File: src/rtl/mem_arbiter.sv
// mem_arbiter: shares one external memory port between the CPU control unit
// and a debug/boot-loader port. Round-robin on ties, registered handshakes,
// and a wait-state timeout that turns a hung access into an error pulse.
module mem_arbiter #(
    parameter int unsigned TIMEOUT = 15,  // 1..255 ready-low cycles tolerated
    parameter int unsigned CNT_W   = 8    // must be wide enough to hold TIMEOUT
) (
    input  logic        clk,
    input  logic        reset,      // synchronous, active-low

    input  logic        cpu_req,
    input  logic        cpu_write,
    input  logic [31:0] cpu_addr,
    input  logic [31:0] cpu_wdata,
    input  logic [3:0]  cpu_size,
    output logic [31:0] cpu_rdata,
    output logic        cpu_ack,
    output logic        cpu_err,

    input  logic        dbg_req,
    input  logic        dbg_write,
    input  logic [31:0] dbg_addr,
    input  logic [31:0] dbg_wdata,
    input  logic [3:0]  dbg_size,
    output logic [31:0] dbg_rdata,
    output logic        dbg_ack,
    output logic        dbg_err,

    output logic [31:0] mem_addr,
    output logic [31:0] mem_wdata,
    output logic [3:0]  mem_size,
    output logic        mem_read,
    output logic        mem_write,
    input  logic [31:0] mem_rdata,
    input  logic        mem_ready
);

    typedef enum logic [1:0] {ST_IDLE, ST_XFER, ST_RESP} state_e;
    typedef enum logic       {OWN_CPU, OWN_DBG}          owner_e;

    localparam logic [CNT_W-1:0] TIMEOUT_C = CNT_W'(TIMEOUT);
    localparam logic [CNT_W-1:0] CNT_MAX   = '1;

    state_e      state_q, state_d;
    owner_e      owner_q, owner_d;
    owner_e      last_q,  last_d;
    logic [31:0] addr_q,  addr_d;
    logic [31:0] wdata_q, wdata_d;
    logic        write_q, write_d;
    logic [3:0]  size_q,  size_d;
    logic [CNT_W-1:0] cnt_q, cnt_d;
    logic        err_q,   err_d;
    logic [31:0] cpu_rdata_q, cpu_rdata_d;
    logic [31:0] dbg_rdata_q, dbg_rdata_d;

    logic grant_cpu;
    logic grant_dbg;

    // Round-robin grant: a lone request wins; on a tie the requester that
    // was not granted last wins (last_q resets to DBG so CPU wins first).
    assign grant_cpu = cpu_req && (!dbg_req || (last_q == OWN_DBG));
    assign grant_dbg = dbg_req && !grant_cpu;

    // Next-state logic: grant and latch in IDLE, wait/timeout in XFER,
    // single response cycle in RESP.
    always_comb begin
        // NOTE: every variable gets its hold value first so no path through
        // the case statement leaves one unassigned, which would infer a latch.
        state_d     = state_q;
        owner_d     = owner_q;
        last_d      = last_q;
        addr_d      = addr_q;
        wdata_d     = wdata_q;
        write_d     = write_q;
        size_d      = size_q;
        cnt_d       = cnt_q;
        err_d       = err_q;
        cpu_rdata_d = cpu_rdata_q;
        dbg_rdata_d = dbg_rdata_q;

        case (state_q)
            ST_IDLE: begin
                if (grant_cpu) begin
                    owner_d = OWN_CPU;
                    last_d  = OWN_CPU;
                    addr_d  = cpu_addr;
                    wdata_d = cpu_wdata;
                    write_d = cpu_write;
                    size_d  = cpu_size;
                    cnt_d   = '0;
                    state_d = ST_XFER;
                end else if (grant_dbg) begin
                    owner_d = OWN_DBG;
                    last_d  = OWN_DBG;
                    addr_d  = dbg_addr;
                    wdata_d = dbg_wdata;
                    write_d = dbg_write;
                    size_d  = dbg_size;
                    cnt_d   = '0;
                    state_d = ST_XFER;
                end
            end
            ST_XFER: begin
                if (mem_ready) begin
                    // Stores leave the owner's read-data register untouched.
                    if (!write_q) begin
                        if (owner_q == OWN_CPU) cpu_rdata_d = mem_rdata;
                        else                    dbg_rdata_d = mem_rdata;
                    end
                    err_d   = 1'b0;
                    state_d = ST_RESP;
                end else if (cnt_q == TIMEOUT_C) begin
                    err_d   = 1'b1;
                    state_d = ST_RESP;
                end else if (cnt_q != CNT_MAX) begin
                    cnt_d = cnt_q + CNT_W'(1);
                end
            end
            ST_RESP: begin
                // Requests seen here are ignored so a requester still holding
                // req in its ack cycle is not granted twice.
                state_d = ST_IDLE;
            end
            default: state_d = ST_IDLE;
        endcase
    end

    // State register with synchronous active-low reset; reset wins in any
    // state, including an access still in flight.
    always_ff @(posedge clk) begin
        // NOTE: sequential state uses non-blocking assignments so every
        // register samples the pre-edge value of every other register.
        if (!reset) begin
            state_q     <= ST_IDLE;
            owner_q     <= OWN_CPU;
            last_q      <= OWN_DBG;
            addr_q      <= '0;
            wdata_q     <= '0;
            write_q     <= 1'b0;
            size_q      <= '0;
            cnt_q       <= '0;
            err_q       <= 1'b0;
            cpu_rdata_q <= '0;
            dbg_rdata_q <= '0;
        end else begin
            state_q     <= state_d;
            owner_q     <= owner_d;
            last_q      <= last_d;
            addr_q      <= addr_d;
            wdata_q     <= wdata_d;
            write_q     <= write_d;
            size_q      <= size_d;
            cnt_q       <= cnt_d;
            err_q       <= err_d;
            cpu_rdata_q <= cpu_rdata_d;
            dbg_rdata_q <= dbg_rdata_d;
        end
    end

    // Outputs decode only registered state, so strobes and pulses are
    // glitch-free and read/write can never be high together.
    logic in_xfer;
    logic in_resp;
    assign in_xfer = (state_q == ST_XFER);
    assign in_resp = (state_q == ST_RESP);

    assign mem_addr  = in_xfer ? addr_q : '0;
    assign mem_size  = in_xfer ? size_q : '0;
    assign mem_wdata = (in_xfer && write_q) ? wdata_q : '0;
    assign mem_read  = in_xfer && !write_q;
    assign mem_write = in_xfer &&  write_q;

    assign cpu_ack   = in_resp && (owner_q == OWN_CPU) && !err_q;
    assign cpu_err   = in_resp && (owner_q == OWN_CPU) &&  err_q;
    assign dbg_ack   = in_resp && (owner_q == OWN_DBG) && !err_q;
    assign dbg_err   = in_resp && (owner_q == OWN_DBG) &&  err_q;

    assign cpu_rdata = cpu_rdata_q;
    assign dbg_rdata = dbg_rdata_q;

endmodule
File: config.mk
export PLATFORM = sky130hd
export DESIGN_NAME = mem_arbiter
export DESIGN_NICKNAME = d
export VERILOG_FILES = /design/src/rtl/mem_arbiter.sv
export SDC_FILE = /design/constraint.sdc
export NUM_CORES = 1
export LEC_CHECK = 0
export CAP_MARGIN = 20
export CORE_ASPECT_RATIO = 0.8
export CORE_UTILIZATION = 41
export DETAILED_ROUTE_END_ITERATION = 10
export HOLD_SLACK_MARGIN = 0.08
export MAX_ROUTING_LAYER = met4
export PLACE_DENSITY = 0.81
export SYNTH_ARGS = -nofsm -noshare
export SYNTH_HDL_FRONTEND = slang
export SYNTH_SLANG_ARGS = --single-unit
File: constraint.sdc
create_clock -name clk -period 2.2 [get_ports clk]
set_clock_uncertainty 0.1 [all_clocks]
set_input_delay 0.44 -clock clk [delete_from_list [all_inputs] [get_ports clk]]
set_output_delay 0.44 -clock clk [all_outputs]
set_load 0.01 [all_outputs]
Word-level counts from Yosys, hierarchy flattened --
Index checks and enable logic that the tools add are counted.
Storage, ports and cells: register bits 146, input bits 175, output and inout port bits 138
Operators by class: add/sub/neg operators 1, eq/ne operators 9, multiplexer cells 26, bitwise operators 2, reduce and logical (&&, ||, !) cells 25
Operators with widths (count):
- $mux 32 | 6
- $mux 8 | 5
- $pmux 8 s2 | 1
- $mux 4 | 3
- $logic_and 1x1->1 | 10
- $add 8x1->8 const B | 1
- $eq 8x4->1 const B | 1
- $mux 2 | 4
- $ne 8x8->1 const B | 1
- $reduce_and 4->1 | 2
- $mux 1 | 6
- $reduce_and 2->1 | 3
- $reduce_bool 2->1 | 3
- $reduce_and 5->1 | 1
- $logic_not 1->1 | 4
- $ne 2x2->1 const B | 2
- $pmux 2 s2 | 1
- $ne 3x2->1 const B | 1
- $ne 3x3->1 const B | 1
- $eq 2x1->1 const B | 1
- $eq 2x2->1 const B | 1
- $logic_not 2->1 | 1
- $ne 2x1->1 const B | 1
- $not 1->1 | 2
- $logic_or 1x1->1 | 1

Logic depth before layout (Yosys ltp) --
Gate-level depths: netlist of run 1.
depth after elaboration 8, mapped depth 7, gate-level depth less buffers 5

Worst setup path after synthesis of run 1 --
No wires, ideal clock.
path type register to output, start register state_q[0], end output mem_wdata[0], arrival time 1344 ps, setup slack 316 ps, stages on the path, launching flop included 5, path buffers 2, cell sequence dfxtp_1 -> nor2b_1 -> clkbuf_1 -> clkbuf_1 -> and3_1
Between the ends: word-level cells in the longest chain between the ends 3
RTL lines:
- start: declaration | RTL line 44 | state_e state_q, state_d;
- start signal: assignment | RTL line 146 | state_q <= state_d;
- $eq 2x1->1 | RTL line 164 | assign in_xfer = (state_q == ST_XFER);
- $logic_and 1x1->1 | RTL line 169 | assign mem_wdata = (in_xfer && write_q) ? wdata_q : '0;
- $mux 32 | RTL line 169
- end: declaration | RTL line 30 | output logic [31:0] mem_wdata,
No other way between the ends.

Worst setup path after layout of run 1 --
start register state_q[0], end output mem_addr[11]
Between the ends: word-level cells in the longest chain between the ends 2
RTL lines:
- $eq 2x1->1 | RTL line 164
- $mux 32 | RTL line 167 | assign mem_addr = in_xfer ? addr_q : '0;
- end: declaration | RTL line 29 | output logic [31:0] mem_addr,
No other way between the ends.

==> metrics.txt, run 1 <==
CP Data Arrival Time=1650 ps; min setup slack post-route=14.62 ps; Hold/Removal Path Class=reg -> reg; count leader, synth=dfxtp_1; pre-CTS setup slack=-0.7694 ps; Cells after Synth=758; share of the synthesized area in the top cell type=45.43%; Rel. slew slack=64.84%; unrepaired setup endpoints after global routing=yes; post-route DRC violation count=0; Async S/R FF share, synth=0%; Worst Hold Slack=352.8 ps; Worst-path clk slew=70 ps; Final min period=~2200 ps; Net Count, Synth=934; Mapped Area=~6400 um2; Via Count=between 6000 and 7000; row cnt=40; die span in x=roughly 140 um; Sink Count=146; clk buf depth=2; Post-synth EDFFs=0; R2R Setup Slk=200 ps; Final Slew Violations=0; Yosys top cell by area=dfxtp_1; reg-to-reg endpoint=cnt_q[1]; Final Hold Vio Count=0; gpl congestion=0.8395; worst r2r path cells=9; initial antenna violation count=0; Worst Setup SP=state_q[0]; met3 global-route usage=under 10%; grt ovf=0; WL final=between 20000 and 25000 um; Ports=313; reg2reg start=state_q[1]; post-route cell area=between 10000 and 15000 um2; CP endpoint=mem_addr[11]; worst setup path class=reg -> out; Avg Synthesized Cell Area=8.488 um2; Leak=0.004391 uW; Global Route Usage Sum=27.52%; Final ANT Viol Nets=0; largest cells by area after synthesis=dfxtp_1 45%, mux2i_1 11%, a211oi_1 8.3%, nand2_1 7.9%, a21oi_1 5.4%; ys flop type=dfxtp_1; Final Core Density=between 60% and 70%; crit start category=flip-flop; Synth cell types=between 40 and 50; Seq cells post-synth=~150; Detail Placement HPWL=14500 um; P&R area growth vs syn=64.45%; top post-synthesis cells by count=146 x dfxtp_1, 135 x nand2_1, 77 x nor2_1, 71 x a211oi_1, 71 x mux2i_1; Critical Path RT=1660 ps; maximum net fanout on the critical path=4; met2 Resource Use GR=44.84%; die area=16200 um2; most crowded layer after global routing=met2; Final Power=about 7300 uW; Worst VDD drop=0.0005161 V; vias per cell=5.100; first-pass GRT wire length=approximately 33000 um; Post-DP Area=9869 um2; initial core utilization=42.43%; status=complete, no violations; Crit. End Element=output pin; FILL cells=1223; n_diodes=0; Max-Cap Viols=0; post-DR wirelength/cell=16.57 um; synth warn=0; Slew @ Worst Pin=527.5 ps; Seq/Total Area, Yosys=between 40% and 50%; die height=around 110 um; FMAX=0.4576 GHz; CTS Buf Count=17; Root Driver=clkbuf_16; PortBufs=~310; vias in the first global route=6268; Worst-Skew Late Latency=420 ps; # nets final=1241; H-tree depth=4; layout cells sized above 1=15.31%; core area=about 15000 um2; DR iter-0 viols=468; met1 Usage GRT=32.80%; largest net degree at the start of global routing=about 90; CTS tree=built; DRT Pass-1 Iters=4; final setup fails=0; power per cell area=687.2 nW/um2; period utilization=99.34%
-- per-stage QoR --
step | instances | TNS (ps)
after floorplan | 758 | 0
after global placement | 1239 | 0
after detailed placement | 1239 | -0.7694
after CTS | 1289 | -809.4
after global routing | 1288 | -359.3
final | 1288 | 0
-- worst max-delay path, cell delays in order, from the launching register on --
cell and delay, ps:
dfxtp_2 320, nor2b_4 130, buf_6 120, buf_12 130, buf_16 140, buf_12 120, and2_4 150, buf_6 110
-- flip-flops by register name, indices dropped and copies added (netlist names) --
name	flops
addr_q	32
cpu_rdata	32
dbg_rdata	32
wdata_q	32
cnt_q	8
size_q	4
state_q	2
err_q	1
last_q	1
owner_q	1
write_q	1
-- placed cells by master (no fill, tap or decap), drive strengths merged, types with 2 or more instances in the layout --
cell and instances:
a211oi 72, a21oi 71, and2 39, and3 34
buf 96, bufinv 2, clkbuf 26, clkdlybuf4s15 9
clkdlybuf4s50 238, clkinv 4, clkinvlp 3, dfxtp 146
dlygate4sd2 6, inv 6, mux2i 71, nand2 135
nand2b 2, nand3 3, nand4 2, nor2 77
nor2b 2, nor3 2, nor3b 2, nor4 2
o21ai 5, o221a 3, o31ai 2, or2 2
or3 2, or4 3
-- worst min-delay path by stage --
| stage | start | end | slack [ps] | depth (start not counted) |
|---|---|---|---|---|
| after floorplan | last_q | last_q | 330 | 2 |
| after global placement | cpu_rdata[14] | cpu_rdata[14] | 340 | 2 |
| after detailed placement | cpu_rdata[2] | cpu_rdata[2] | 350 | 2 |
| after CTS | cpu_rdata[2] | cpu_rdata[2] | 350 | 2 |
| after global routing | cpu_rdata[4] | cpu_rdata[4] | 370 | 2 |
| final | cpu_rdata[3] | cpu_rdata[3] | 350 | 2 |
-- cell families (layout without fill, tap and decap cells) --
group	after synthesis	after routing	synth area share (%)
DFF	146	146	45.43
muxes	71	71	11.05
buffers and inverters	70	390	4.940
adders and majority gates	1	1	0.1944
and+or+nand+nor	313	313	22.62
AOI/OAI and AO/OA	157	157	15.77
-- where the power goes --
part	internal, uW	total, uW	switching, uW
combinational	797	1460	661
clock	1720	2890	1170
sequential	2830	2920	92.8
total	5350	7270	1930
-- timing repair --
action,in CTS,in global routing
pin swaps,8,2
endpoints found under the setup margin,74,55
setup buffers,14,3
hold buffers,0,0
gates resized for setup,264,53
gates cloned,5,0
endpoints found under the hold margin,0,0
-- layer usage --
| layer | vias up | wire length, um |
|---|---|---|
| li1 | 3247 | - |
| met1 | 3021 | 9013 |
| met2 | 256 | 10490 |
| met3 | 45 | 1242 |
| met4 | 0 | 599 |
| met5 | - | 0 |
-- layout make-up --
cell class	instances	area, um2	share of cell area (%)
clock buffer	19	442.9	4.186
clock inverter	13	148.9	1.407
inverter	2	10.01	0.09461
multi-input combinational	542	3273	30.94
sequential	146	2928	27.67
tap	210	262.8	2.483
timing repair buffer	356	3515	33.22
Note: power is estimated with default switching activity, not from simulation.
==> run 2: changes to the inputs <==
- CORE_MARGIN: default -> 1.5
==> metrics.txt, run 2 (same netlist as run 1, synthesis figures left out) <==
most crowded layer after global routing=met2 (unchanged); Leak=0.004278 uW (was 0.004391 uW); Worst path depth=5 (was 7); Final ANT Viol Nets=0 (unchanged); die area=16460 um2 (was 16200 um2); Rel. slew slack=74.04% (was 64.84%); layout cells sized above 1=12.61% (was 15.31%); FILL cells=1284 (was 1223); PortBufs=312 (unchanged); initial antenna violation count=0 (unchanged); setup TNS=0 ps (unchanged); crit start category=flip-flop (unchanged); Comb power frac=17.8% (was 20.1%); initial core utilization=42.43% (unchanged); CTS Buf Count=17 (unchanged); vias in the first global route=6210 (was 6268); leading cell type in the layout, fill and taps excluded=clkdlybuf4s50_1 (unchanged); Hold/Removal Path Class=reg -> reg (unchanged); Hold Path Depth=2 (unchanged); Worst-Skew Late Latency=410 ps (was 420 ps); # nets final=1226 (was 1241); DR iter-0 viols=470 (was 468); clk buf depth=2 (unchanged); crit path cell chain=nor2b_4, buf_4, buf_12, and2_1, dlygate4sd2_1 (was nor2b_4, buf_6, buf_12, buf_16, buf_12, and2_4, buf_6); power per cell area=728.8 nW/um2 (was 687.2 nW/um2); met2 Resource Use GR=43.16% (was 44.84%); hold_sp=cpu_rdata[20] (was cpu_rdata[3]); gpl congestion=0.8642 (was 0.8395); grt ovf=0 (unchanged); reg2reg start=state_q[0] (was state_q[1]); core area=15160 um2 (unchanged); H-tree depth=4 (unchanged); die height=115.0 um (was 114.0 um); worst r2r path cells=7 (was 9); n_diodes=0 (unchanged); Final Core Density=67.85% (was 69.77%); final setup fails=0 (unchanged); Ports=313 (unchanged); Worst Hold Slack=353.3 ps (was 352.8 ps); Crit. End Element=output pin (unchanged); R2R Setup Slk=240 ps (was 200 ps); P&R area growth vs syn=59.92% (was 64.45%); hold buffer count at CTS=0 (unchanged); Final Power=7499 uW (was 7271 uW); Root Driver=clkbuf_16 (unchanged); first-pass GRT wire length=31900 um (was 33170 um); Final Slew Violations=0 (unchanged); Via Count=6339 (was 6569); maximum net fanout on the critical path=16 (was 4); row cnt=40 (unchanged); FMAX=0.4696 GHz (was 0.4576 GHz); Worst path max stage delay=330 ps (was 320 ps); WL final=20300 um (was 21340 um); die span in x=143.1 um (was 142.1 um); critical path buffer and inverter count=3 (was 5); Sink Count=146 (unchanged); Detail Placement HPWL=14370 um (was 14500 um); DRT Pass-1 Iters=4 (unchanged); unrepaired setup endpoints after global routing=no (was yes); WHS Endpoint=cpu_rdata[20] (was cpu_rdata[3]); final std cells w/o fill=1273 (was 1288); period utilization=96.79% (was 99.34%); reg-to-reg endpoint=cnt_q[6] (was cnt_q[1]); met1 Usage GRT=30.66% (was 32.80%); Global Route Usage Sum=25.62% (was 27.52%); P_int=5509 uW (was 5345 uW); vias per cell=4.980 (was 5.100); dpl cells=1237 (was 1239); Worst VDD drop=0.0005412 V (was 0.0005161 V); Sw Pwr=1990 uW (was 1926 uW); Final Hold Vio Count=0 (unchanged); Final min period=2129 ps (was 2185 ps); Worst-path clk slew=70 ps (about the same); register share of total power=38.9% (was 40.2%); register area=2925 um2 (was 2928 um2); post-route DRC violation count=0 (unchanged); Slew @ Worst Pin=389.4 ps (was 527.5 ps); Critical Path RT=1660 ps (about the same); commonest non-fill, non-tap cells in the layout=238 x clkdlybuf4s50_1, 144 x dfxtp_1, 135 x nand2_1 (unchanged); CP Data Arrival Time=1590 ps (was 1650 ps); Clk pwr share=43.3% (was 39.7%); Max-Cap Viols=0 (unchanged); status=complete, no violations (unchanged); crit path max-delay cell type=dfxtp_2 (unchanged); CTS tree=built (unchanged); met3 global-route usage=5.623% (was 6.213%); post-DR wirelength/cell=15.94 um (was 16.57 um); area taken by multi-input logic gates=3226 um2 (was 3273 um2); worst setup path class=reg -> out (unchanged); Sw Ratio=26.54% (was 26.48%); largest net degree at the start of global routing=86 (was 89); crit-path leading delay family=buffers and inverters (unchanged)
==> run 2: area by class of cell <==
cell class / instances / area share [%]
multi-input cells: 542 / 31.35
repair buffers: 341 / 31.19
flip-flops and latches: 146 / 28.43
clock buffers: 17 / 4.135
well taps: 210 / 2.554
clock inverters: 15 / 2.238
inverters: 2 / 0.09729
==> run 2: worst min-delay path: stages (launching register included) <==
cell	delay (ps)
dfxtp_1	310
nand2_1	50
a21oi_1	50
==> run 2: metal layers <==
layer / wire, um / vias up
met5: 0 / -
met4: 252 / 0
met3: 1203 / 19
met2: 10080 / 193
met1: 8759 / 2906
li1: - / 3221
==> run 2: power by group through the flow <==
stage | Combinational (uW) | Clock [uW] | Sequential (uW)
floorplan | 633 | 0 | 2970
global placement | 1330 | 0 | 2970
detailed placement | 1350 | 0 | 2980
CTS | 1350 | 3290 | 2920
global route | 1460 | 3400 | 2940
finish | 1330 | 3250 | 2920
==> run 2: how the worst max path moves through the flow <==
stage	start	endpoint	slack [ps]
6_report	state_q[0]	mem_addr[20]	70
2_1_floorplan	state_q[0]	mem_wdata[0]	320
3_5_place_dp	mem_ready	cnt_q[6]	90
4_1_cts	state_q[0]	mem_wdata[12]	9
3_3_place_gp	mem_ready	cnt_q[1]	140
5_1_grt	state_q[0]	mem_wdata[5]	5
==> run 2: repair_timing <==
item / CTS / global route
pin swaps: 0 / 0
buffers inserted: 3 / 0
endpoints found under the setup margin: 74 / 69
gates resized for setup: 79 / 125
hold endpoints to repair: 0 / 0
gates cloned: 1 / 0
==> run 2: through the flow <==
stage / cell area, um2 / setup WS, ps
after floorplan: 6434 / 315.5
after global placement: 9879 / 137.8
after detailed placement: 9879 / 93.40
after CTS: 10500 / 9.247
after global routing: 10290 / 4.690
final: 10290 / 70.53
==> run 3: changes to the inputs <==
- GPL_TIMING_DRIVEN: default -> 0
==> metrics.txt, run 3 (same netlist as run 1, synthesis figures left out) <==
status=complete, no violations (unchanged); CP Data Arrival Time=1630 ps (was 1590 ps); initial core utilization=42.43% (unchanged); Detail Placement HPWL=16620 um (was 14370 um); worst setup path class=reg -> out (unchanged); min setup slack post-route=28.34 ps (was 70.53 ps); Final Core Density=68.02% (was 67.85%); power per cell area=696.4 nW/um2 (was 728.8 nW/um2); Global Route Usage Sum=26.90% (was 25.62%); Sw Pwr=1889 uW (was 1990 uW); DRT Pass-1 Iters=5 (was 4); Final Hold Vio Count=0 (unchanged); Ports=313 (unchanged); Slew @ Worst Pin=536.0 ps (was 389.4 ps); pre-CTS setup slack=-849.8 ps (was 93.40 ps); Worst Setup SP=state_q[1] (was state_q[0]); FILL cells=1275 (was 1284); first-pass GRT wire length=33030 um (was 31900 um); dpl cells=1280 (was 1237); gpl congestion=0.8770 (was 0.8642); crit path max-delay cell type=dfxtp_4 (was dfxtp_2); clk buf depth=2 (unchanged); Worst VDD drop=0.0004915 V (was 0.0005412 V); reg2reg start=state_q[0] (unchanged); n_diodes=0 (unchanged); hold_sp=cpu_rdata[11] (was cpu_rdata[20]); crit-path leading delay family=buffers and inverters (unchanged); maximum net fanout on the critical path=7 (was 16); leading cell type in the layout, fill and taps excluded=clkdlybuf4s50_1 (unchanged); crit start category=flip-flop (unchanged); core area=15160 um2 (unchanged); die span in x=143.1 um (unchanged); die area=16460 um2 (unchanged); Comb power frac=19.4% (was 17.8%); Leak=0.004353 uW (was 0.004278 uW); Clk pwr share=40.0% (was 43.3%); P&R area growth vs syn=60.33% (was 59.92%); Max-Cap Viols=0 (unchanged); Via Count=6675 (was 6339); period utilization=98.71% (was 96.79%); hold buffer count at CTS=0 (unchanged); FMAX=0.4605 GHz (was 0.4696 GHz); P_int=5294 uW (was 5509 uW); row cnt=40 (unchanged); Worst-path clk slew=60 ps (was 70 ps); Rel. slew slack=64.27% (was 74.04%); WL final=21710 um (was 20300 um); Sw Ratio=26.30% (was 26.54%); final setup fails=0 (unchanged); crit path cell chain=nor2b_4, buf_12, buf_8, and3_1, clkdlybuf4s15_2 (was nor2b_4, buf_4, buf_12, and2_1, dlygate4sd2_1); CTS tree=built (unchanged); Worst-Skew Late Latency=410 ps (about the same); PortBufs=312 (unchanged); vias in the first global route=6367 (was 6210); commonest non-fill, non-tap cells in the layout=238 x clkdlybuf4s50_1, 144 x dfxtp_1, 135 x nand2_1 (unchanged); H-tree depth=4 (unchanged); Crit. End Element=output pin (unchanged); Worst path max stage delay=360 ps (was 330 ps); Final Slew Violations=0 (unchanged); Final ANT Viol Nets=0 (unchanged); post-DR wirelength/cell=16.45 um (was 15.94 um); vias per cell=5.057 (was 4.980); # nets final=1273 (was 1226); Critical Path RT=1660 ps (about the same); register share of total power=40.6% (was 38.9%); DR iter-0 viols=347 (was 470); CTS Buf Count=17 (unchanged); Sink Count=146 (unchanged); Final min period=2172 ps (was 2129 ps); die height=115.0 um (unchanged); initial antenna violation count=0 (unchanged); Hold/Removal Path Class=reg -> reg (unchanged); grt ovf=0 (unchanged); post-route DRC violation count=0 (unchanged); final std cells w/o fill=1320 (was 1273); Root Driver=clkbuf_16 (unchanged); critical path buffer and inverter count=3 (unchanged); layout cells sized above 1=14.68% (was 12.61%); largest net degree at the start of global routing=17 (was 86)
## run 3: metal layers
metal	wire [um]	track usage, %	part of all wire [%]	vias to the layer above
met3	1308	5.248	6.0	47
met5	0	-	0	-
met4	671	11.13	3.1	0
li1	-	-	-	3300
met2	10240	43.51	47	258
met1	9491	32.97	44	3070
## run 3: stage by stage
stage / instance area, um2 / power, uW / setup TNS, ps / hold WS [ps]
2_1_floorplan: 6434 / 3601 / 0 / 334.4
3_3_place_gp: 9819 / 4282 / -83500 / 341.4
3_5_place_dp: 9819 / 4309 / -87100 / 346.8
4_1_cts: 10510 / 7197 / -112.0 / 354.8
5_1_grt: 10310 / 7448 / -102.2 / 364.0
6_report: 10310 / 7183 / 0 / 352.7
## run 3: final timing paths
kind,end,cells past startpoint,slack (ps)
max,mem_wdata[13],5,30
min,cpu_rdata[11],2,350
max reg2reg,addr_q[14],8,130
min reg2reg,cpu_rdata[11],2,350
## run 3: what timing repair did
action	CTS	global route
pin swaps	0	0
gates cloned	1	2
buffers inserted	5	2
endpoints found under the setup margin	75	148
resized for setup	247	77
## run 3: worst register-to-register path: cells and delay by family (launching register included)
family / cells / cell delay (ps)
and+or+nand+nor: 3 / 370
AOI/OAI and AO/OA: 1 / 230
DFF: 1 / 320
buffers and inverters: 4 / 960
## run 3: area by class of cell
cell class | instances | area, um2 | area share, %
inverters | 2 | 7.507 | 0.07278
plain buffers | 66 | 426.7 | 4.136
repair buffers | 322 | 2895 | 28.07
well taps | 210 | 262.8 | 2.547
clock inverters | 11 | 127.6 | 1.237
clock buffers | 21 | 460.4 | 4.464
flip-flops and latches | 146 | 2928 | 28.38
multi-input cells | 542 | 3207 | 31.09
## run 3: power groups by stage
stage / combinational [uW] / clock, uW / sequential, uW
2_1_floorplan: 633 / 0 / 2970
3_3_place_gp: 1320 / 0 / 2960
3_5_place_dp: 1340 / 0 / 2970
4_1_cts: 1370 / 2900 / 2920
5_1_grt: 1500 / 3010 / 2940
6_report: 1390 / 2870 / 2920
